==> src/rtl/temp_sensor_reader_pkg.sv <==
// Shared definitions for the temperature sensor reader: FSM states, frame field
// positions and a counter sizing helper.
package temp_sensor_pkg;

   localparam int FRAME_BITS = 16;
   localparam int TEMP_MSB   = 14;
   localparam int TEMP_LSB   = 6;
   localparam int OPEN_BIT   = 2;
   localparam int TEMP_W     = TEMP_MSB - TEMP_LSB + 1;

   typedef enum logic [2:0] {
      ST_IDLE  = 3'd0,
      ST_SETUP = 3'd1,
      ST_SHIFT = 3'd2,
      ST_DONE  = 3'd3,
      ST_WAIT  = 3'd4
   } state_t;

   function automatic int max3(input int a, input int b, input int c);
      int m;
      m = (a > b) ? a : b;
      return (m > c) ? m : c;
   endfunction

   function automatic logic [TEMP_W-1:0] frame_temp(input logic [FRAME_BITS-1:0] f);
      return f[TEMP_MSB:TEMP_LSB];
   endfunction

endpackage

==> src/rtl/temp_sensor_reader_if.sv <==
// Enable/ready link between the sequencing FSM (master) and the sensor reader (slave).
interface temp_sensor_reader_if;
   import temp_sensor_pkg::*;

   logic              en_i;
   logic              listo_o;
   logic [TEMP_W-1:0] temperatura_o;
   logic              err_o;
   logic              busy_o;

   modport master (output en_i, input listo_o, temperatura_o, err_o, busy_o);
   modport slave  (input en_i, output listo_o, temperatura_o, err_o, busy_o);

endinterface

==> src/rtl/temp_sensor_reader_spi_rx_shifter.sv <==
// Mode-0 receive engine: while i_run is high, emits sclk (CLK_DIV low + CLK_DIV high
// per bit), shifts synchronised miso on each rising sclk, and pulses bit/frame done.
module spi_rx_shifter
   import temp_sensor_pkg::*;
#(
   parameter int CLK_DIV = 25
) (
   input  logic                  clk,
   input  logic                  rst,
   input  logic                  i_run,
   input  logic                  i_miso,
   output logic                  o_sclk,
   output logic                  o_bit_done,
   output logic                  o_frame_done,
   output logic [FRAME_BITS-1:0] o_frame
);

   localparam int DIV_W = $clog2(CLK_DIV) + 1;
   localparam int BIT_W = $clog2(FRAME_BITS);
   localparam logic [DIV_W-1:0] DIV_LAST = DIV_W'(CLK_DIV - 1);
   localparam logic [BIT_W-1:0] BIT_LAST = BIT_W'(FRAME_BITS - 1);

   logic                  r_sync1;
   logic                  r_sync2;
   logic [DIV_W-1:0]      r_div;
   logic [BIT_W-1:0]      r_bit;
   logic                  r_sclk;
   logic                  r_bit_done;
   logic                  r_frame_done;
   logic [FRAME_BITS-1:0] r_shift;

   always_ff @(posedge clk or posedge rst) begin
      if (rst) begin
         r_sync1      <= 1'b0;
         r_sync2      <= 1'b0;
         r_div        <= '0;
         r_bit        <= '0;
         r_sclk       <= 1'b0;
         r_bit_done   <= 1'b0;
         r_frame_done <= 1'b0;
         r_shift      <= '0;
      end else begin
         r_sync1      <= i_miso;
         r_sync2      <= r_sync1;
         r_bit_done   <= 1'b0;
         r_frame_done <= 1'b0;
         if (!i_run) begin
            r_div  <= '0;
            r_bit  <= '0;
            r_sclk <= 1'b0;
         end else if (r_div == DIV_LAST) begin
            r_div <= '0;
            if (!r_sclk) begin
               r_sclk  <= 1'b1;
               r_shift <= {r_shift[FRAME_BITS-2:0], r_sync2};
            end else begin
               r_sclk     <= 1'b0;
               r_bit_done <= 1'b1;
               if (r_bit == BIT_LAST) begin
                  r_frame_done <= 1'b1;
                  r_bit        <= '0;
               end else begin
                  r_bit <= r_bit + 1'b1;
               end
            end
         end else begin
            r_div <= r_div + 1'b1;
         end
      end
   end

   assign o_sclk       = r_sclk;
   assign o_bit_done   = r_bit_done;
   assign o_frame_done = r_frame_done;
   assign o_frame      = r_shift;

endmodule

==> src/rtl/temp_sensor_reader.sv <==
// Reads a 16-bit serial temperature frame while enabled; listo_o pulses one cycle
// CS_SETUP + 32*CLK_DIV + 1 edges after enable, then waits CONV_WAIT before the next frame.
module temp_sensor_reader
   import temp_sensor_pkg::*;
#(
   parameter int CLK_DIV   = 25,
   parameter int CS_SETUP  = 4,
   parameter int CONV_WAIT = 1000
) (
   input  logic                 clk,
   input  logic                 rst,
   temp_sensor_reader_if.slave  ctl,
   input  logic                 miso_i,
   output logic                 cs_n_o,
   output logic                 sclk_o
);

   localparam int CNT_W = $clog2(max3(CS_SETUP, CONV_WAIT, FRAME_BITS)) + 1;

   state_t                r_state;
   logic [CNT_W-1:0]      r_cnt;
   logic                  r_cs_n;
   logic                  r_listo;
   logic                  r_err;
   logic [TEMP_W-1:0]     r_temp;

   logic                  w_run;
   logic                  w_bit_done;
   logic                  w_frame_done;
   logic [FRAME_BITS-1:0] w_frame;

   // Stop the shifter on the same edge as an abort or frame end so sclk never rises then.
   assign w_run = (r_state == ST_SHIFT) && ctl.en_i && !w_frame_done;

   spi_rx_shifter #(.CLK_DIV(CLK_DIV)) u_shifter (
      .clk          (clk),
      .rst          (rst),
      .i_run        (w_run),
      .i_miso       (miso_i),
      .o_sclk       (sclk_o),
      .o_bit_done   (w_bit_done),
      .o_frame_done (w_frame_done),
      .o_frame      (w_frame)
   );

   always_ff @(posedge clk or posedge rst) begin
      if (rst) begin
         r_state <= ST_IDLE;
         r_cnt   <= '0;
         r_cs_n  <= 1'b1;
         r_listo <= 1'b0;
         r_err   <= 1'b0;
         r_temp  <= '0;
      end else begin
         r_listo <= 1'b0;
         case (r_state)
            ST_IDLE: begin
               if (ctl.en_i) begin
                  r_state <= ST_SETUP;
                  r_cs_n  <= 1'b0;
                  r_cnt   <= '0;
               end
            end
            ST_SETUP: begin
               if (!ctl.en_i) begin
                  r_state <= ST_IDLE;
                  r_cs_n  <= 1'b1;
               end else if (r_cnt == CNT_W'(CS_SETUP - 1)) begin
                  r_state <= ST_SHIFT;
                  r_cnt   <= '0;
               end else begin
                  r_cnt <= r_cnt + 1'b1;
               end
            end
            ST_SHIFT: begin
               if (!ctl.en_i) begin
                  r_state <= ST_IDLE;
                  r_cs_n  <= 1'b1;
               end else if (w_frame_done && (r_cnt == CNT_W'(FRAME_BITS - 1))) begin
                  r_state <= ST_DONE;
                  r_cs_n  <= 1'b1;
                  r_listo <= 1'b1;
                  r_err   <= w_frame[OPEN_BIT];
                  if (!w_frame[OPEN_BIT]) begin
                     r_temp <= frame_temp(w_frame);
                  end
               end else if (w_bit_done) begin
                  r_cnt <= r_cnt + 1'b1;
               end
            end
            ST_DONE: begin
               r_state <= ST_WAIT;
               r_cnt   <= '0;
            end
            ST_WAIT: begin
               // DONE already holds cs_n high for one of the CONV_WAIT idle cycles.
               if (!ctl.en_i) begin
                  r_state <= ST_IDLE;
               end else if ((int'(r_cnt) + 2) >= CONV_WAIT) begin
                  r_state <= ST_SETUP;
                  r_cs_n  <= 1'b0;
                  r_cnt   <= '0;
               end else begin
                  r_cnt <= r_cnt + 1'b1;
               end
            end
            default: begin
               r_state <= ST_IDLE;
               r_cs_n  <= 1'b1;
            end
         endcase
      end
   end

   assign cs_n_o            = r_cs_n;
   assign ctl.listo_o       = r_listo;
   assign ctl.err_o         = r_err;
   assign ctl.temperatura_o = r_temp;
   assign ctl.busy_o        = ~r_cs_n;

endmodule

==> src/flat_wrapper.sv <==
// flat-port wrapper written by rule: the top's interface ports become plain ports
module temp_sensor_reader_flat import temp_sensor_pkg::*;
#(
   parameter int CLK_DIV   = 25,
   parameter int CS_SETUP  = 4,
   parameter int CONV_WAIT = 1000
)
  (clk, rst, miso_i, cs_n_o, sclk_o, ctl_en_i, ctl_listo_o, ctl_temperatura_o, ctl_err_o, ctl_busy_o);
  temp_sensor_reader_if ctl_i ();
  input  logic clk;
  input  logic rst;
  input  logic miso_i;
  output logic cs_n_o;
  output logic sclk_o;
  input wire logic [$bits(ctl_i.en_i)-1:0] ctl_en_i;
  output wire logic [$bits(ctl_i.listo_o)-1:0] ctl_listo_o;
  output wire logic [$bits(ctl_i.temperatura_o)-1:0] ctl_temperatura_o;
  output wire logic [$bits(ctl_i.err_o)-1:0] ctl_err_o;
  output wire logic [$bits(ctl_i.busy_o)-1:0] ctl_busy_o;
  assign ctl_i.en_i = ctl_en_i;
  assign ctl_listo_o = ctl_i.listo_o;
  assign ctl_temperatura_o = ctl_i.temperatura_o;
  assign ctl_err_o = ctl_i.err_o;
  assign ctl_busy_o = ctl_i.busy_o;
  temp_sensor_reader #(.CLK_DIV(CLK_DIV), .CS_SETUP(CS_SETUP), .CONV_WAIT(CONV_WAIT)) u_core (.clk(clk), .rst(rst), .ctl(ctl_i), .miso_i(miso_i), .cs_n_o(cs_n_o), .sclk_o(sclk_o));
endmodule
==> config.mk <==
export PLATFORM = sky130hd
export DESIGN_NAME = temp_sensor_reader_flat
export DESIGN_NICKNAME = d
export VERILOG_FILES = /design/src/rtl/temp_sensor_reader_pkg.sv /design/src/rtl/temp_sensor_reader_if.sv /design/src/rtl/temp_sensor_reader_spi_rx_shifter.sv /design/src/rtl/temp_sensor_reader.sv /design/src/flat_wrapper.sv
export SDC_FILE = /design/constraint.sdc
export NUM_CORES = 1
export LEC_CHECK = 0
export CORE_MARGIN = 4
export CORE_UTILIZATION = 55
export CTS_BUF_LIST = sky130_fd_sc_hd__clkbuf_8
export DETAILED_ROUTE_END_ITERATION = 16
export HOLD_SLACK_MARGIN = 0.05
export PLACE_DENSITY = 0.75
export RECOVER_POWER = 50
export SYNTH_ARGS = -nofsm -noshare
export SYNTH_HDL_FRONTEND = slang
export SYNTH_SLANG_ARGS = --single-unit
==> constraint.sdc <==
create_clock -name clk -period 4.9 [get_ports clk]
set_input_delay 1.47 -clock clk [delete_from_list [all_inputs] [get_ports clk]]
set_output_delay 1.47 -clock clk [all_outputs]
set_load 0.01 [all_outputs]
==> metrics.csv, run 1 <==
metric,value,unit
worst-path-max-fanout,44,
startpoint_type,input port,
place_hpwl,3424,um
outcome,"complete, but fails checks",
yosysMostFrequentCell,dfrtp_1,
worstHoldPathType,flip-flop to flip-flop,
hold_viol,0,
ys.warnings.count,0,
tritoncts,yes,
crit_chain,dlygate4sd3_1 > inv_1 > clkbuf_1,
hold_slack,0.3589,ns
hold_buffers,0,
cts.sinks,56,
reg2reg_from,u_core.r_cnt[2],
ys_top_cells_by_area,"dfrtp_1 48%, mux2_2 10%, ha_1 3.1%",
pin_count,18,
min_to,u_core.u_shifter.r_sync2,
routedWlPerCell,14.60,um
gp_congestion,0.8550,
synth_area_leader_cell,dfrtp_1,
clock_skew,0.004716,ns
final_max_slew_viol_count,45,
grt_first_pass_wirelength,8914,um
die_h,79.99,um
avgSynthCellArea,10.92,um2
clk_pin_slew,0.09,ns
overflow,0,
worst_path_max_delay_cell,inv_1,
reg2regPathDepth,8,
clockBufferDepth,2,
r2r_slack,2.01,ns
wirelength,4935,um
fin_crit,3.392,ns
critical_path_class,input port to asynchronous set/reset pin,
holdPathStages,0,
violations,"max-capacitance violations, max-slew violations",
r2r-end,u_core.r_cnt[10],
final_nets,281,
postSynth.asyncResetShare,1.000,
areaGrowthSynthToFinish,8.428,%
drtAntennaViolNets,0,
post_cts_buffers,0,
drive_above_1_share,0.1919,
maxSlewHeadroom,-0.06246,
die_w,79.99,um
cts_buffers,5,
synth.distinct_cells,57,
antenna_found_initial,0,
postPlaceCellArea,0.002983,mm2
synth.cell_area,0.002850,mm2
crit_arrival,3.77,ns
num_rows,25,
cts_resized,0,
synth_fp_nets,272,
clockRootBuffer,clkbuf_8,
powerDensity,300.5,mW/mm2
grtUsageTotal,0.1793,
synthCells,261,
clk_latency,0.31,ns
layout.cells.non_filler,338,
coreArea,0.004880,mm2
n_antenna_cell,0,
tightestPinTransition,1.592,ns
portBuffers,17,
start_util,0.5841,
drtPass1Iterations,4,
yosys-top-cells-count,"55 x dfrtp_1, 26 x mux2_2, 20 x nor2_1",
synth_top_area_share,0.4829,
worstPathRequired,5.28,ns
dieArea,0.006398,mm2
vias_per_cell,5.595,
dp_cells,330,
worstHoldStart,u_core.u_shifter.r_sync1,
max_stage_delay,1.14,ns
rsz0062_at_grt,false,
p_leak,1.419,nW
synth-main-ff-cell,dfrtp_1,
remaining_drc_errors,0,
yosys_register_bits,56,
maxClockFrequency,294.8,MHz
dr.first_iter.drc_count,76,
vias,1891,
ir_drop,0.0002273,V
stdcell_area,0.003090,mm2
grt_max_degree,45,
synth_edf_count,0,
cp-end-kind,asynchronous set/reset pin,
setup_tns,0,ns
fin_crit_sh,0.6923,
finalSetupViolations,0,
h-tree-depth,2,
grt_pass1_vias,1880,
ys_seq_area_frac,0.4921,
maxCapViolations,1,
stage by stage:
step | utilization | total power [mW] | setup WS [ns]
after floorplan | - | 0.6110 | 1.939
after global placement | 0.6113 | 0.6303 | 1.444
after detailed placement | 0.6113 | 0.6366 | 1.380
after CTS | 0.6341 | 0.9385 | 1.713
after global routing | 0.6333 | 0.9795 | 1.059
final | 0.6333 | 0.9286 | 1.508
flip-flops by register name, indices dropped and copies added, names as in the netlist:
register,cells
u_core.cs_n_o,1
u_core.u_shifter.o_bit_done,1
u_core.u_shifter.o_frame_done,1
u_core.ctl.err_o,1
u_core.u_shifter.o_frame,15
u_core.ctl.temperatura_o,9
u_core.u_shifter.r_bit,4
u_core.u_shifter.r_sync2,1
u_core.u_shifter.o_sclk,1
u_core.u_shifter.r_div,6
u_core.u_shifter.r_sync1,1
u_core.ctl.listo_o,1
u_core.r_state,3
u_core.r_cnt,11
logic make-up after synthesis:
| kind of cell | after synthesis | share of synthesized area |
|---|---|---|
| xor+xnor | 8 | 0.02458 |
| simple gates | 95 | 0.1813 |
| fa+ha+maj | 7 | 0.03073 |
| mux | 28 | 0.1097 |
| flops | 56 | 0.4921 |
| buf+inv | 24 | 0.05575 |
| compound gates | 43 | 0.1058 |
cell usage in the layout (no fill, tap or decap), types with 3 or more instances in the layout:
cell / Yosys / routed
dfrtp_1: 55 / 55
mux2_2: 26 / 26
nor2_1: 20 / 20
nand2_1: 17 / 17
clkdlybuf4s50_1: 0 / 14
o21ai_0: 12 / 12
nand3_1: 11 / 11
inv_1: 8 / 8
a21oi_1: 7 / 7
ha_1: 7 / 7
nor3_1: 6 / 6
a211o_1: 5 / 5
clkbuf_8: 0 / 5
and3_1: 4 / 4
nand4_1: 4 / 4
or3_1: 4 / 4
xnor2_1: 4 / 4
xor2_1: 4 / 4
nand2b_1: 4 / 4
nand3b_1: 3 / 3
nor2b_1: 3 / 3
nor2_2: 3 / 3
nor3b_1: 3 / 3
dlygate4sd3_1: 0 / 3
how the worst max path moves through the flow:
| stage | slack, ns | depth (start not counted) | end | from |
|---|---|---|---|---|
| 6_report | 1.51 | 3 | u_core.u_shifter.o_frame[2] | rst |
| 5_1_grt | 1.06 | 3 | u_core.u_shifter.o_frame[2] | rst |
| 4_1_cts | 1.71 | 5 | u_core.ctl.temperatura_o[0] | ctl_en_i |
| 3_5_place_dp | 1.38 | 5 | u_core.ctl.temperatura_o[7] | ctl_en_i |
| 3_3_place_gp | 1.44 | 5 | u_core.ctl.temperatura_o[0] | ctl_en_i |
| 2_1_floorplan | 1.94 | 8 | u_core.u_shifter.o_frame[0] | ctl_en_i |
worst max-delay path: cells and delay by family:
kind                   cells  cell delay, ns
buffers and inverters      3            2.29
power breakdown:
part	internal (mW)	switching (mW)	leakage [nW]
clock network	0.151	0.149	0.0541
logic	0.0496	0.0642	0.595
registers	0.483	0.0318	0.771
total	0.684	0.245	1.42
final cells by class:
type	count	area [um2]
clock buffer	5	68.82
clock inverter	3	42.54
fill	419	1789
inverter	8	30.03
multi-input combinational	181	1289
sequential	56	1403
tap	67	83.83
timing repair buffer	18	173.9
per-layer routing:
| metal | GRT usage | vias up | part of all wire |
|---|---|---|---|
| met2 | 0.2608 | 26 | 0.45 |
| met4 | 0.05912 | 0 | 0.015 |
| met5 | 0 | - | 0 |
| li1 | - | 933 | - |
| met1 | 0.2610 | 923 | 0.50 |
| met3 | 0.04515 | 9 | 0.036 |
Power figures use the tool's default switching activity.
==> run 2, diff against run 1 <==
- clock period: 4.9 -> 3.5 ns (I/O delays scaled with it)
==> metrics.csv, run 2 (same netlist as run 1, synthesis figures left out) <==
metric,value,unit,change
clockPowerShare,0.276,,was 0.323
p_leak,1.409,nW,was 1.419 nW
grtUsageTotal,0.1784,,was 0.1793
drive_above_1_share,0.1956,,was 0.1919
crit_arrival,3.14,ns,was 3.77 ns
maxSlewHeadroom,0.1010,,was -0.06246
setup_tns,0,ns,unchanged
grt_pass1_vias,1890,,"was 1,880"
p_comb_frac,0.129,,was 0.123
pin_count,18,,unchanged
vias,1907,,"was 1,891"
powerDensity,394.1,mW/mm2,was 300.5 mW/mm2
cts.sinks,56,,unchanged
remaining_drc_errors,0,,unchanged
reg2reg_from,u_core.r_cnt[2],,unchanged
num_rows,25,,unchanged
final_common_cell,dfrtp_1,,unchanged
multiInputGateArea,0.001289,mm2,unchanged
clk_latency,0.30,ns,was 0.31 ns
seq_area,0.001403,mm2,unchanged
fillers,414,,was 419
cts_resized,0,,unchanged
largest_register_ffs,15,,unchanged
cp-end-kind,flip-flop,,was asynchronous set/reset pin
dieArea,0.006398,mm2,unchanged
grt_max_degree,57,,was 45
fin_crit_sh,0.8400,,
ir_drop,0.0002641,V,was 0.0002273 V
hold_buffers,0,,unchanged
worstPathRequired,3.70,ns,was 5.28 ns
overflow,0,,unchanged
finalPower,1.210,mW,was 0.9286 mW
final_nets,282,,was 281
n_antenna_cell,0,,unchanged
stdcell_area,0.003069,mm2,was 0.003090 mm2
final_util,0.6290,,was 0.6333
clock_skew,0.005524,ns,was 0.004716 ns
post_cts_buffers,0,,unchanged
h-tree-depth,2,,unchanged
swShare,0.2716,,was 0.2639
areaGrowthSynthToFinish,7.682,%,was 8.428%
crit_start,u_core.r_cnt[2],,was rst
fin_crit,2.940,ns,
p_int,0.8811,mW,was 0.6835 mW
clockBufferDepth,2,,unchanged
postPlaceCellArea,0.003003,mm2,was 0.002983 mm2
crit_path_end,u_core.r_cnt[3],,was u_core.u_shifter.o_frame[2]
critical_path_class,flip-flop to flip-flop,,was input port to asynchronous set/reset pin
start_util,0.5841,,unchanged
gp_congestion,0.8897,,was 0.8550
pwr-share-seq,0.595,,was 0.554
maxCapViolations,0,,was 1
routedWlPerCell,14.66,um,was 14.60 um
cts_buffers,5,,unchanged
reg2regPathDepth,8,,unchanged
startpoint_type,flip-flop,,was input port
rsz0062_at_grt,false,,unchanged
drtPass1Iterations,5,,was 4
worst-path-max-fanout,19,,was 44
clk_pin_slew,0.09,ns,about the same
hold_viol,0,,unchanged
hold_slack,0.3570,ns,was 0.3589 ns
outcome,finished clean,,"was complete, but fails checks"
die_w,79.99,um,unchanged
grt_first_pass_wirelength,8901,um,was 8914 um
dr.first_iter.drc_count,117,,was 76
coreArea,0.004880,mm2,unchanged
power_switching,0.3286,mW,was 0.2451 mW
r2r_slack,0.56,ns,was 2.01 ns
die_h,79.99,um,unchanged
place_hpwl,3382,um,was 3424 um
clockRootBuffer,clkbuf_8,,unchanged
portBuffers,17,,unchanged
finalSetupViolations,0,,unchanged
wirelength,4954,um,was 4935 um
antenna_found_initial,0,,unchanged
tightestPinTransition,1.348,ns,was 1.592 ns
final_max_slew_viol_count,0,,was 45
r2r-end,u_core.r_cnt[3],,was u_core.r_cnt[10]
tritoncts,yes,,unchanged
drtAntennaViolNets,0,,unchanged
final_cell_mix,"55 x dfrtp_1, 26 x mux2_2, 20 x nor2_1",,unchanged
vias_per_cell,5.642,,was 5.595
worstHoldPathType,flip-flop to flip-flop,,unchanged
maxClockFrequency,340.2,MHz,
-- run 2: cell types whose count changed in the layout (fill, tap and decap cells not counted), sizes merged --
cell    previous run  this run
buf                0         1
bufinv             1         0
clkinv             1         2
inv                8         7
-- run 2: stage by stage --
step | cells | setup WS [ns]
finish | 338 | 0.5602
CTS | 338 | 0.5534
global route | 338 | 0.3367
detailed placement | 331 | 0.3867
floorplan | 261 | 0.9588
global placement | 331 | 0.4653
-- run 2: how the worst min path moves through the flow --
| stage | start | endpoint | slack (ns) | cells after the start |
|---|---|---|---|---|
| after global placement | u_core.u_shifter.r_sync1 | u_core.u_shifter.r_sync2 | 0.33 | 0 |
| after global routing | u_core.u_shifter.r_sync1 | u_core.u_shifter.r_sync2 | 0.39 | 0 |
| after detailed placement | u_core.u_shifter.r_sync1 | u_core.u_shifter.r_sync2 | 0.34 | 0 |
| after CTS | u_core.u_shifter.r_sync1 | u_core.u_shifter.r_sync2 | 0.36 | 0 |
| after floorplan | u_core.u_shifter.r_sync1 | u_core.u_shifter.r_sync2 | 0.33 | 0 |
| final | u_core.u_shifter.r_sync1 | u_core.u_shifter.r_sync2 | 0.36 | 0 |
-- run 2: power by group through the flow --
stage	Clock, mW	Combinational (mW)	Sequential [mW]
3_5_place_dp	0	0.161	0.733
6_report	0.334	0.156	0.720
2_1_floorplan	0	0.141	0.714
4_1_cts	0.348	0.161	0.720
5_1_grt	0.381	0.176	0.727
3_3_place_gp	0	0.157	0.730
-- run 2: metal layers --
metal,track usage,vias up,routed length (um)
li1,-,926,-
met1,0.2493,934,2312
met2,0.2748,40,2373
met3,0.03612,7,194
met4,0.06419,0,74
met5,0,-,0
-- run 2: layout make-up --
| cell class | instances | share of cell area |
|---|---|---|
| clock buffers | 5 | 0.02242 |
| clock inverters | 2 | 0.004077 |
| inverters | 8 | 0.009784 |
| multi-input cells | 181 | 0.4199 |
| flip-flops and latches | 56 | 0.4570 |
| well taps | 67 | 0.02731 |
| repair buffers | 19 | 0.05952 |
-- run 2: critical path, stage by stage, from the launching register on --
cell      delay, ns
dfrtp_1        0.53
ha_1           0.32
nand3_1        0.12
xor2_1         0.16
or3_1          0.39
a211oi_2       0.27
o31a_1         0.62
nor3_1         0.12
a211o_1        0.29
==> run 3, diff against run 2 <==
- PLACE_DENSITY: 0.75 -> 0.78
- clock period: 3.5 -> 2.7 ns (I/O delays scaled with it)
==> metrics.csv, run 3 (same netlist as run 1, synthesis figures left out) <==
metric,value,unit,change
clockBufferDepth,2,,unchanged
tightestPinTransition,0.8269,ns,was 1.348 ns
outcome,finished clean,,unchanged
n_antenna_cell,0,,unchanged
die_w,79.99,um,unchanged
fillers,417,,was 414
largest_register_ffs,15,,unchanged
final_max_slew_viol_count,0,,unchanged
holdPathStages,0,,unchanged
ir_drop,0.0004028,V,was 0.0002641 V
grt_max_degree,38,,was 57
drive_above_1_share,0.2289,,was 0.1956
r2r_slack,0.31,ns,was 0.56 ns
pin_count,18,,unchanged
die_h,79.99,um,unchanged
tritoncts,yes,,unchanged
clock_skew,0.01306,ns,was 0.005524 ns
worst_path_max_delay_cell,dfrtp_1,,was o31a_1
final_nets,294,,was 282
startpoint_type,flip-flop,,unchanged
fin_crit,2.394,ns,was 2.940 ns
place_hpwl,3808,um,was 3382 um
gp_congestion,0.9258,,was 0.8897
wirelength,5280,um,was 4954 um
hold_buffers,0,,unchanged
hold_viol,0,,unchanged
worst-path-max-fanout,19,,unchanged
vias,1965,,"was 1,907"
finalSetupViolations,0,,unchanged
worstPathRequired,2.90,ns,was 3.70 ns
drtAntennaViolNets,0,,unchanged
p_int,1.165,mW,was 0.8811 mW
dr.first_iter.drc_count,76,,was 117
powerDensity,505.5,mW/mm2,was 394.1 mW/mm2
worstHoldPathType,flip-flop to flip-flop,,unchanged
maxSlewHeadroom,0.4481,,was 0.1010
r2r-end,u_core.r_cnt[7],,was u_core.r_cnt[3]
grt_pass1_vias,2026,,"was 1,890"
areaGrowthSynthToFinish,11.50,%,was 7.682%
power_switching,0.4415,mW,was 0.3286 mW
cts_buffers,5,,unchanged
cp_top_family,compound AO/OA/AOI/OAI gates,,unchanged
rsz0062_at_grt,false,,unchanged
num_rows,25,,unchanged
p_leak,1.484,nW,was 1.409 nW
final_cell_mix,"55 x dfrtp_1, 26 x mux2_2, 20 x nor2_1",,unchanged
routedWlPerCell,15.04,um,was 14.66 um
maxCapViolations,0,,unchanged
h-tree-depth,2,,unchanged
clockRootBuffer,clkbuf_8,,unchanged
grtUsageTotal,0.1873,,was 0.1784
hold_slack,0.3616,ns,was 0.3570 ns
cts.sinks,56,,unchanged
start_util,0.5841,,unchanged
crit_chain,ha_1 > nand3_1 > xor2_1 > or3_1 > a211oi_2 > o31a_2 > o21ai_0 > a21o_1,,was ha_1 > nand3_1 > xor2_1 > or3_1 > a211oi_2 > o31a_1 > nor3_1 > a211o_1
overflow,0,,unchanged
clockPowerShare,0.285,,was 0.276
p_comb_frac,0.140,,was 0.129
swShare,0.2748,,was 0.2716
vias_per_cell,5.598,,was 5.642
remaining_drc_errors,0,,unchanged
coreArea,0.004880,mm2,unchanged
reg2regPathDepth,8,,unchanged
final_common_cell,dfrtp_1,,unchanged
fin_crit_sh,0.8865,,was 0.8400
reg2reg_from,u_core.r_cnt[2],,unchanged
clk_pin_slew,0.10,ns,was 0.09 ns
drtPass1Iterations,4,,was 5
clk_latency,0.31,ns,was 0.30 ns
antenna_found_initial,0,,unchanged
max_stage_delay,0.44,ns,was 0.62 ns
worstSetupPathDepth,8,,unchanged
grt_first_pass_wirelength,9459,um,was 8901 um
pwr-share-seq,0.575,,was 0.595
crit_buf_inv,0,,unchanged
min_to,u_core.u_shifter.r_sync2,,unchanged
dieArea,0.006398,mm2,unchanged
cp-end-kind,flip-flop,,unchanged
worstHoldStart,u_core.u_shifter.r_sync1,,unchanged
critical_path_class,flip-flop to flip-flop,,unchanged
crit_arrival,2.59,ns,was 3.14 ns
portBuffers,17,,unchanged
setup_tns,0,ns,unchanged
maxClockFrequency,417.8,MHz,was 340.2 MHz
## run 3: worst max path at each step
stage | startpoint | slack [ns] | to
after floorplan | ctl_en_i | 0.40 | u_core.u_shifter.o_frame[0]
after global placement | ctl_en_i | 0.06 | u_core.r_cnt[8]
after detailed placement | ctl_en_i | 0.01 | u_core.r_cnt[7]
after CTS | u_core.r_cnt[2] | 0.08 | u_core.r_cnt[7]
after global routing | u_core.r_cnt[1] | 0.10 | u_core.ctl.temperatura_o[4]
final | u_core.r_cnt[2] | 0.31 | u_core.r_cnt[7]
## run 3: power groups by stage
stage / logic (mW) / registers (mW) / clock network, mW
6_report: 0.226 / 0.924 / 0.457
5_1_grt: 0.256 / 0.931 / 0.522
4_1_cts: 0.237 / 0.924 / 0.475
3_5_place_dp: 0.236 / 0.940 / 0
3_3_place_gp: 0.229 / 0.940 / 0
2_1_floorplan: 0.183 / 0.926 / 0
## run 3: through the flow
stage | utilization | std cells | power, mW | setup slack (ns) | area [um2]
2_1_floorplan | - | 261 | 1.109 | 0.3988 | 2850
3_3_place_gp | 0.6338 | 343 | 1.169 | 0.06339 | 3093
3_5_place_dp | 0.6338 | 343 | 1.176 | 0.01274 | 3093
4_1_cts | 0.6526 | 351 | 1.636 | 0.07505 | 3184
5_1_grt | 0.6513 | 351 | 1.708 | 0.1034 | 3178
6_report | 0.6513 | 351 | 1.607 | 0.3063 | 3178
## run 3: metal layers
metal / global-route usage / part of all wire
met3: 0.03950 / 0.035
met2: 0.3079 / 0.51
met4: 0.05236 / 0.0091
met5: 0 / 0
met1: 0.2504 / 0.45
## run 3: worst reg2reg max path, stage by stage (launching register included)
cell      delay [ns]
dfrtp_1         0.44
ha_1            0.20
nand3_1         0.09
xor2_1          0.15
or3_1           0.38
a211oi_2        0.23
o31a_2          0.42
o21ai_0         0.18
a21o_1          0.20
## run 3: timing repair
item | CTS | global route
endpoints found under the setup margin | 0 | 9
setup buffers | 0 | 0
gates resized for setup | 0 | 1
## run 3: final cells by class
type / count / area (um2) / share of cell area
clock buffers: 5 / 68.82 / 0.02165
clock inverters: 3 / 22.52 / 0.007087
inverters: 8 / 30.03 / 0.009449
multi-input cells: 181 / 1290 / 0.4059
flip-flops and latches: 56 / 1403 / 0.4413
well taps: 67 / 83.83 / 0.02638
repair buffers: 31 / 280.3 / 0.08819
